[config.mk]
export PLATFORM = sky130hd
export DESIGN_NAME = decoder_scan_n
export DESIGN_NICKNAME = d
export VERILOG_FILES = /design/src/rtl/decoder_scan_n.sv
export SDC_FILE = /design/constraint.sdc
export NUM_CORES = 1
export LEC_CHECK = 0
export CAP_MARGIN = 10
export CELL_PAD_IN_SITES_DETAIL_PLACEMENT = 2
export CELL_PAD_IN_SITES_GLOBAL_PLACEMENT = 2
export CORE_ASPECT_RATIO = 0.7
export CORE_MARGIN = 8
export CORE_UTILIZATION = 28
export CTS_CLUSTER_SIZE = 14
export DETAILED_ROUTE_END_ITERATION = 8
export GPL_ROUTABILITY_DRIVEN = 0
export PLACE_DENSITY = 0.77
export SYNTH_ARGS = -nofsm -noshare
export SYNTH_HDL_FRONTEND = slang
export SYNTH_SLANG_ARGS = --single-unit
[constraint.sdc]
create_clock -name clk -period 2.9 [get_ports clk]
set_clock_uncertainty 0.1 [all_clocks]
set_input_delay 0.58 -clock clk [delete_from_list [all_inputs] [get_ports clk]]
set_output_delay 0.58 -clock clk [all_outputs]
set_load 0.1 [all_outputs]
[src/rtl/decoder_scan_n.sv]
// N-to-2^N one-hot decoder with registered outputs and a prescaled scan mode that walks the select.
// Latency: 1 cycle from inputs to d/idx/valid/wrap; no combinational input-to-output paths.
// Backpressure: none; en=0 blanks d and freezes the scan index and prescaler in place.
module decoder_scan_n #(
    parameter int SEL_W = 3,
    parameter int DIV   = 4
) (
    input  logic                  clk,
    input  logic                  rst,
    input  logic                  en,
    input  logic                  mode,
    input  logic [SEL_W-1:0]      s,
    input  logic                  load,
    output logic [2**SEL_W-1:0]   d,
    output logic [SEL_W-1:0]      idx,
    output logic                  valid,
    output logic                  wrap
);
    localparam int OUT_W = 2**SEL_W;
    localparam int PW    = (DIV > 1) ? $clog2(DIV) : 1;
    localparam logic [PW-1:0] PRESC_LAST = PW'(DIV - 1);

    logic [PW-1:0]    presc, presc_nxt;
    logic             scanning, scanning_nxt;
    logic [SEL_W-1:0] idx_nxt;
    logic [OUT_W-1:0] d_nxt;
    logic             valid_nxt, wrap_nxt;

    always_comb begin
        presc_nxt    = presc;
        scanning_nxt = scanning;
        idx_nxt      = idx;
        valid_nxt    = 1'b0;
        wrap_nxt     = 1'b0;
        if (en) begin
            valid_nxt = 1'b1;
            if (!mode) begin
                idx_nxt      = s;
                presc_nxt    = '0;
                scanning_nxt = 1'b0;
            end else if (load) begin
                idx_nxt      = s;
                presc_nxt    = '0;
                scanning_nxt = 1'b1;
            end else if (!scanning) begin
                // First scan cycle after reset or decode: light the current index, start a full dwell.
                presc_nxt    = '0;
                scanning_nxt = 1'b1;
            end else if (presc == PRESC_LAST) begin
                idx_nxt   = idx + 1'b1;
                presc_nxt = '0;
                wrap_nxt  = (idx == {SEL_W{1'b1}});
            end else begin
                presc_nxt = presc + PW'(1);
            end
        end
        d_nxt = '0;
        if (valid_nxt) begin
            d_nxt[idx_nxt] = 1'b1;
        end
    end

    always_ff @(posedge clk) begin
        if (rst) begin
            d        <= '0;
            idx      <= '0;
            valid    <= 1'b0;
            wrap     <= 1'b0;
            presc    <= '0;
            scanning <= 1'b0;
        end else begin
            d        <= d_nxt;
            idx      <= idx_nxt;
            valid    <= valid_nxt;
            wrap     <= wrap_nxt;
            presc    <= presc_nxt;
            scanning <= scanning_nxt;
        end
    end
endmodule

Word-level counts from Yosys, hierarchy flattened --
Index checks and enable logic that the tools add are counted. W data, S select, Z words.
Cells by class: add/subtract/negate cells 2, $mul 0, div/mod/pow operators 0, order comparisons 2, equal/unequal tests 2, shift-type cells 0, muxes and demuxes 13, bitwise operators 5, reductions and logical operators 3
Operators with widths (number):
- $mux W3 | 5
- $mux W2 | 4
- $reduce_or A6 Y1 | 1
- $not A1 Y1 | 5
- $lt A3 B4 Y1 const B | 1
- $add A3 B1 Y3 const B | 1
- $demux W1 S3 | 1
- $eq A3 B3 Y1 const B | 1
- $ge A3 B1 Y1 const B | 1
- $mux W1 | 3
- $add A2 B1 Y2 const B | 1
- $eq A2 B2 Y1 const B | 1
- $reduce_or A2 Y1 | 1
- $logic_and A1 B1 Y1 | 1
Storage, ports and cells: register bits 16, latch bits 0, memory bits (writable) 0, ROM bits 0, output and inout bits 13, logic and storage cells 33, memories kept 0

Logic depth before layout (Yosys ltp) --
word-level depth 10, mapped depth 5, mapped depth without buffers 5

Worst setup path before layout --
No wires, ideal clock.
kind reg-to-reg, start reg idx[1], end reg d[6], arrival time 1.979 ns, required time 2.667 ns, slack 0.689 ns, cell stages (with the launch flop) 6, path buffers 0, clock period less this slack 2.211 ns, cell sequence dfxtp_1 > ha_1 > ha_1 > o32ai_1 > o21bai_1 > nor3_1
Between the ends: cells in the longest elaborated chain, start to end 10
RTL lines:
- from (decl) | line 15 | output logic [SEL_W-1:0] idx,
- from (signal assigned) | line 73 | idx <= idx_nxt;
- $add A3 B1 Y3 | line 50 | idx_nxt = idx + 1'b1;
- $mux W3 | line 49 | end else if (presc == PRESC_LAST) begin
- $mux W3 | line 45 | end else if (!scanning) begin
- $mux W3 | line 41 | end else if (load) begin
- $mux W3 | line 37 | if (!mode) begin
- $mux W3 * | line 35 | if (en) begin
- $lt A3 B4 Y1 (not written as such) or $ge A3 B1 Y1 (tied branches) | line 59 | d_nxt[idx_nxt] = 1'b1;
- $logic_and A1 B1 Y1 (not written as such) | line 59
- $mux W1 (not written as such) | line 59
- $demux W1 S3 * | line 59
- to (signal assigned) | line 72 | d <= d_nxt;
- to (decl) | line 14 | output logic [2**SEL_W-1:0] d,
Mark *: on every way between the ends. The rest lies on a longest branch, timed or not. A chain may end at the register's enable or synchronous reset.

Worst setup path after layout --
start in mode, end reg d[1]
Between the ends: cells in the longest elaborated chain, start to end 6
RTL lines:
- from (decl) | line 11 | input logic mode,
- $mux W3 * | line 37
- $mux W3 * | line 35
- $lt A3 B4 Y1 (not written as such) or $ge A3 B1 Y1 (tied branches) | line 59
- $logic_and A1 B1 Y1 (not written as such) | line 59
- $mux W1 (not written as such) | line 59
- $demux W1 S3 * | line 59
Marks and branches as above.

==> impl_metrics.prom <==
# TYPE chip_impl_metric gauge
chip_impl_metric{name="cap_viol_max_count",unit=""} 0
chip_impl_metric{name="count_of_boundary_i_o_pins",unit=""} 21
chip_impl_info{name="worst_r2r_startpoint",value="presc[0]"} 1
chip_impl_metric{name="synth_xor_xnor_area_share",unit=""} 0
chip_impl_info{name="post_synth_top_area_cell",value="sky130_fd_sc_hd__dfxtp_1"} 1
chip_impl_metric{name="cts.hold.buffers_added",unit=""} 0
chip_impl_metric{name="report.final.setup_viol",unit=""} 0
chip_impl_metric{name="fraction_of_the_mapped_netlist_area_in_compound_gates",unit=""} 0.135
chip_impl_metric{name="final_max_slew_viol_count",unit=""} 0
chip_impl_metric{name="timing.max_slew.rel_slack",unit=""} 0.654
chip_impl_metric{name="drc_violation_total_after_the_first_tritonroute_iteration",unit=""} 13
chip_impl_metric{name="h-tree-depth",unit=""} 1
chip_impl_metric{name="crit_path_max_fanout",unit=""} 8
chip_impl_metric{name="cts.clk_slew.worst_paths",unit="ns"} 0.09
chip_impl_metric{name="ctsLongestPathBuffers",unit=""} 2
chip_impl_metric{name="finalNonFillerCells",unit=""} 120
chip_impl_info{name="largest_family_of_logic_cells_by_synthesized_area",value="simple AND/OR/NAND/NOR gates"} 1
chip_impl_metric{name="dp_cells",unit=""} 117
chip_impl_info{name="rsz0062_at_grt",value="false"} 1
chip_impl_info{name="tightest_hold_check_type",value="flip-flop to flip-flop"} 1
chip_impl_metric{name="syn-mean-instance-area",unit="um2"} 9.97
chip_impl_info{name="buffer_type_at_the_clock_tree_root",value="sky130_fd_sc_hd__clkbuf_4"} 1
chip_impl_metric{name="grt_antenna_before_repair",unit=""} 0
chip_impl_metric{name="gr-total-overflow",unit=""} 0
chip_impl_metric{name="timing.final.crit_period",unit="ns"} 2.16
chip_impl_metric{name="final_stage_net_count",unit=""} 103
chip_impl_metric{name="timing.setup.tns",unit="ns"} 0
chip_impl_info{name="cp_slowest_cell",value="sky130_fd_sc_hd__or4_4"} 1
chip_impl_metric{name="coreArea",unit="um2"} 2190
chip_impl_metric{name="numCtsBuffers",unit=""} 3
chip_impl_metric{name="core_rows",unit=""} 14
chip_impl_metric{name="grt_pass1_vias",unit=""} 680
chip_impl_metric{name="power.static_leakage",unit="nW"} 0.381
chip_impl_metric{name="post_route_cells_drive_above_1_share",unit=""} 0.227
chip_impl_metric{name="initial_core_util",unit=""} 0.301
chip_impl_metric{name="post_synth_num_cell_types",unit=""} 26
chip_impl_info{name="synth_top_cells_by_area",value="sky130_fd_sc_hd__dfxtp_1 (49%), sky130_fd_sc_hd__ha_1 (9.5%), sky130_fd_sc_hd__nor3_1 (6.8%)"} 1
chip_impl_info{name="worstSetupPathType",value="primary input to flip-flop"} 1
chip_impl_metric{name="power.density",unit="nW/um2"} 524
chip_impl_metric{name="peakVddDrop",unit="V"} 0.000197
chip_impl_metric{name="avgViaCountPerCell",unit=""} 4.98
chip_impl_info{name="worst_setup_path_startpoint",value="mode"} 1
chip_impl_metric{name="post_synth_mux_area_share",unit=""} 0.0152
chip_impl_info{name="worstPathCellList",value="clkdlybuf4s50_1 > nor2b_4 > nor2_1 > or4_4 > nor3_1"} 1
chip_impl_metric{name="crit_path_max_incr_delay",unit="ns"} 0.53
chip_impl_metric{name="drc",unit=""} 0
chip_impl_info{name="outcome",value="complete, no violations"} 1
chip_impl_metric{name="arrival_time_of_the_worst_setup_path",unit="ns"} 2.25
chip_impl_metric{name="postCtsSetupRepairBufs",unit=""} 0
chip_impl_metric{name="yosysWarningCount",unit=""} 0
chip_impl_metric{name="synthesis.instances",unit=""} 66
chip_impl_metric{name="timing.critical_path.required",unit="ns"} 2.99
chip_impl_info{name="cts_tree",value="done"} 1
chip_impl_metric{name="portBuffers",unit=""} 20
chip_impl_metric{name="global_route.usage.total",unit=""} 0.107
chip_impl_metric{name="synth_nets",unit=""} 79
chip_impl_metric{name="post-dp-hpwl",unit="um"} 1660
chip_impl_metric{name="drt-total-wl",unit="um"} 2050
chip_impl_metric{name="insertion_delay_of_the_later_clocked_pin_in_the_worst_skew_pair",unit="ns"} 0.28
chip_impl_metric{name="syn_area",unit="um2"} 658
chip_impl_metric{name="share_of_yosys_cell_area_claimed_by_the_top_area_cell_type",unit=""} 0.487
chip_impl_metric{name="final.fill_count",unit=""} 240
chip_impl_metric{name="cts_num_sinks",unit=""} 16
chip_impl_metric{name="synth_sequential_area_ratio",unit=""} 0.487
chip_impl_metric{name="cts_resized",unit=""} 0
chip_impl_metric{name="r2r_setup_slack",unit="ns"} 1.03
chip_impl_info{name="setup.worst_path.end_class",value="flip-flop"} 1
chip_impl_metric{name="post_drt_wl_per_cell",unit="um"} 17.1
chip_impl_metric{name="n_antenna_cell",unit=""} 0
chip_impl_metric{name="dieArea",unit="um2"} 4180
chip_impl_info{name="worst_setup_path_start_kind",value="primary input"} 1
chip_impl_metric{name="die_x",unit="um"} 73.9
chip_impl_metric{name="grt_first_pass_wirelength",unit="um"} 3330
chip_impl_metric{name="post_synth_fa_ha_maj_area_fraction",unit=""} 0.0951
chip_impl_metric{name="dieHeight",unit="um"} 56.6
chip_impl_metric{name="antenna_violating_nets_remaining",unit=""} 0
chip_impl_metric{name="area_growth_syn_to_layout",unit="%"} 33.7
chip_impl_metric{name="grt_max_degree",unit=""} 9
chip_impl_metric{name="detailroute.via_count",unit=""} 598
chip_impl_metric{name="synth.ff_latch_count",unit=""} 16
chip_impl_info{name="holdCritStartpoint",value="idx[0]"} 1
chip_impl_metric{name="hold_violations",unit=""} 0
chip_impl_metric{name="final.period_utilization",unit=""} 0.743
chip_impl_metric{name="fmax",unit="GHz"} 0.464
chip_impl_metric{name="simple_gate_share_of_the_synthesized_area",unit=""} 0.238
chip_impl_metric{name="dr.pass1.iters",unit=""} 4
chip_impl_metric{name="worst_pin_slew",unit="ns"} 0.517
[where the power goes]
group          leakage, nW  total (mW)  switching [mW]  internal (mW)
clock               0.0138       0.114          0.0660         0.0482
sequential           0.130       0.234         0.00650          0.227
combinational        0.237       0.113          0.0801         0.0328
total                0.381       0.461           0.153          0.308
[critical path: cells and delay by family]
| kind | cells | cell delay [ns] |
|---|---|---|
| buffers and inverters | 1 | 0.51 |
| AND/OR/NAND/NOR | 4 | 1.15 |
[state kept, by name, indices dropped and copies added, names as in the netlist]
signal,cells
d,8
idx,3
presc,2
scanning,1
valid,1
wrap,1
[metrics by stage]
stage                     hold slack [ns]  area [um2]  worst slack [ns]  total power, mW   util
after global placement              0.380         857             0.621            0.350  0.391
after CTS                           0.416         880             0.754            0.469  0.402
after global routing                0.468         880             0.679            0.486  0.402
after floorplan                     0.354         658             0.689            0.318      -
final                               0.406         880             0.744            0.461  0.402
after detailed placement            0.403         857             0.520            0.352  0.391
[layout by cell type (no fill, tap or decap)]
| master | count |
|---|---|
| sky130_fd_sc_hd__dfxtp_1 | 16 |
| sky130_fd_sc_hd__buf_4 | 14 |
| sky130_fd_sc_hd__nor3_1 | 9 |
| sky130_fd_sc_hd__nor2_1 | 7 |
| sky130_fd_sc_hd__clkdlybuf4s50_1 | 7 |
| sky130_fd_sc_hd__nand2_1 | 5 |
| sky130_fd_sc_hd__ha_1 | 5 |
| sky130_fd_sc_hd__clkbuf_4 | 3 |
| sky130_fd_sc_hd__o22ai_1 | 2 |
| sky130_fd_sc_hd__a21oi_1 | 2 |
| sky130_fd_sc_hd__a2bb2oi_1 | 2 |
| sky130_fd_sc_hd__inv_2 | 1 |
| sky130_fd_sc_hd__nor2b_4 | 1 |
| sky130_fd_sc_hd__a21bo_1 | 1 |
| sky130_fd_sc_hd__nand3b_1 | 1 |
| sky130_fd_sc_hd__and3_1 | 1 |
| sky130_fd_sc_hd__or4_4 | 1 |
| sky130_fd_sc_hd__nand4b_1 | 1 |
| sky130_fd_sc_hd__o2bb2ai_1 | 1 |
| sky130_fd_sc_hd__o21ai_1 | 1 |
| sky130_fd_sc_hd__nand2b_1 | 1 |
| sky130_fd_sc_hd__o32ai_1 | 1 |
| sky130_fd_sc_hd__o21bai_1 | 1 |
| sky130_fd_sc_hd__a32oi_1 | 1 |
| sky130_fd_sc_hd__nor2b_1 | 1 |
| sky130_fd_sc_hd__nand4_1 | 1 |
| sky130_fd_sc_hd__mux2i_1 | 1 |
[metal layers]
layer	part of all wire	wire, um	track usage
met4	0.022	46	0.0567
met1	0.43	871	0.113
met2	0.50	1030	0.176
met3	0.047	97	0.0442
met5	0	0	0
[kinds of logic after synthesis]
logic type	after synthesis
multiplexers	1
buffers and inverters	3
AND/OR/NAND/NOR	29
adder cells (fa/ha/maj)	5
AO/OA/AOI/OAI	12
flip-flops	16
[cells in the mapped netlist]
master,n
sky130_fd_sc_hd__nor2_1,7
sky130_fd_sc_hd__o22ai_1,2
sky130_fd_sc_hd__buf_6,1
sky130_fd_sc_hd__o21ai_1,1
sky130_fd_sc_hd__ha_1,5
sky130_fd_sc_hd__inv_2,1
sky130_fd_sc_hd__nand4_1,1
sky130_fd_sc_hd__and3_1,1
sky130_fd_sc_hd__nor2b_4,1
sky130_fd_sc_hd__nand2b_1,1
sky130_fd_sc_hd__nor2b_1,1
sky130_fd_sc_hd__o21bai_1,1
sky130_fd_sc_hd__mux2i_1,1
sky130_fd_sc_hd__or4_4,1
sky130_fd_sc_hd__nand3b_1,1
sky130_fd_sc_hd__o32ai_1,1
sky130_fd_sc_hd__buf_2,1
sky130_fd_sc_hd__dfxtp_1,16
sky130_fd_sc_hd__a2bb2oi_1,2
sky130_fd_sc_hd__a32oi_1,1
sky130_fd_sc_hd__nand4b_1,1
sky130_fd_sc_hd__nor3_1,9
sky130_fd_sc_hd__nand2_1,5
sky130_fd_sc_hd__a21bo_1,1
sky130_fd_sc_hd__a21oi_1,2
sky130_fd_sc_hd__o2bb2ai_1,1
[cell type report]
class / count / area [um2] / area share
Inverter: 1 / 3.75 / 0.00427
Clock buffer: 3 / 22.5 / 0.0256
Multi-Input combinational cell: 47 / 318 / 0.361
Timing Repair Buffer: 21 / 175 / 0.199
Sequential cell: 16 / 320 / 0.364
Tap cell: 32 / 40.0 / 0.0455
[final timing paths]
kind              endpoint  depth (start not counted)
hold / removal      idx[0]                          2
setup reg to reg      d[1]                          5
hold reg to reg     idx[0]                          2
setup / recovery      d[1]                          5
Power figures use the tool's default switching activity.
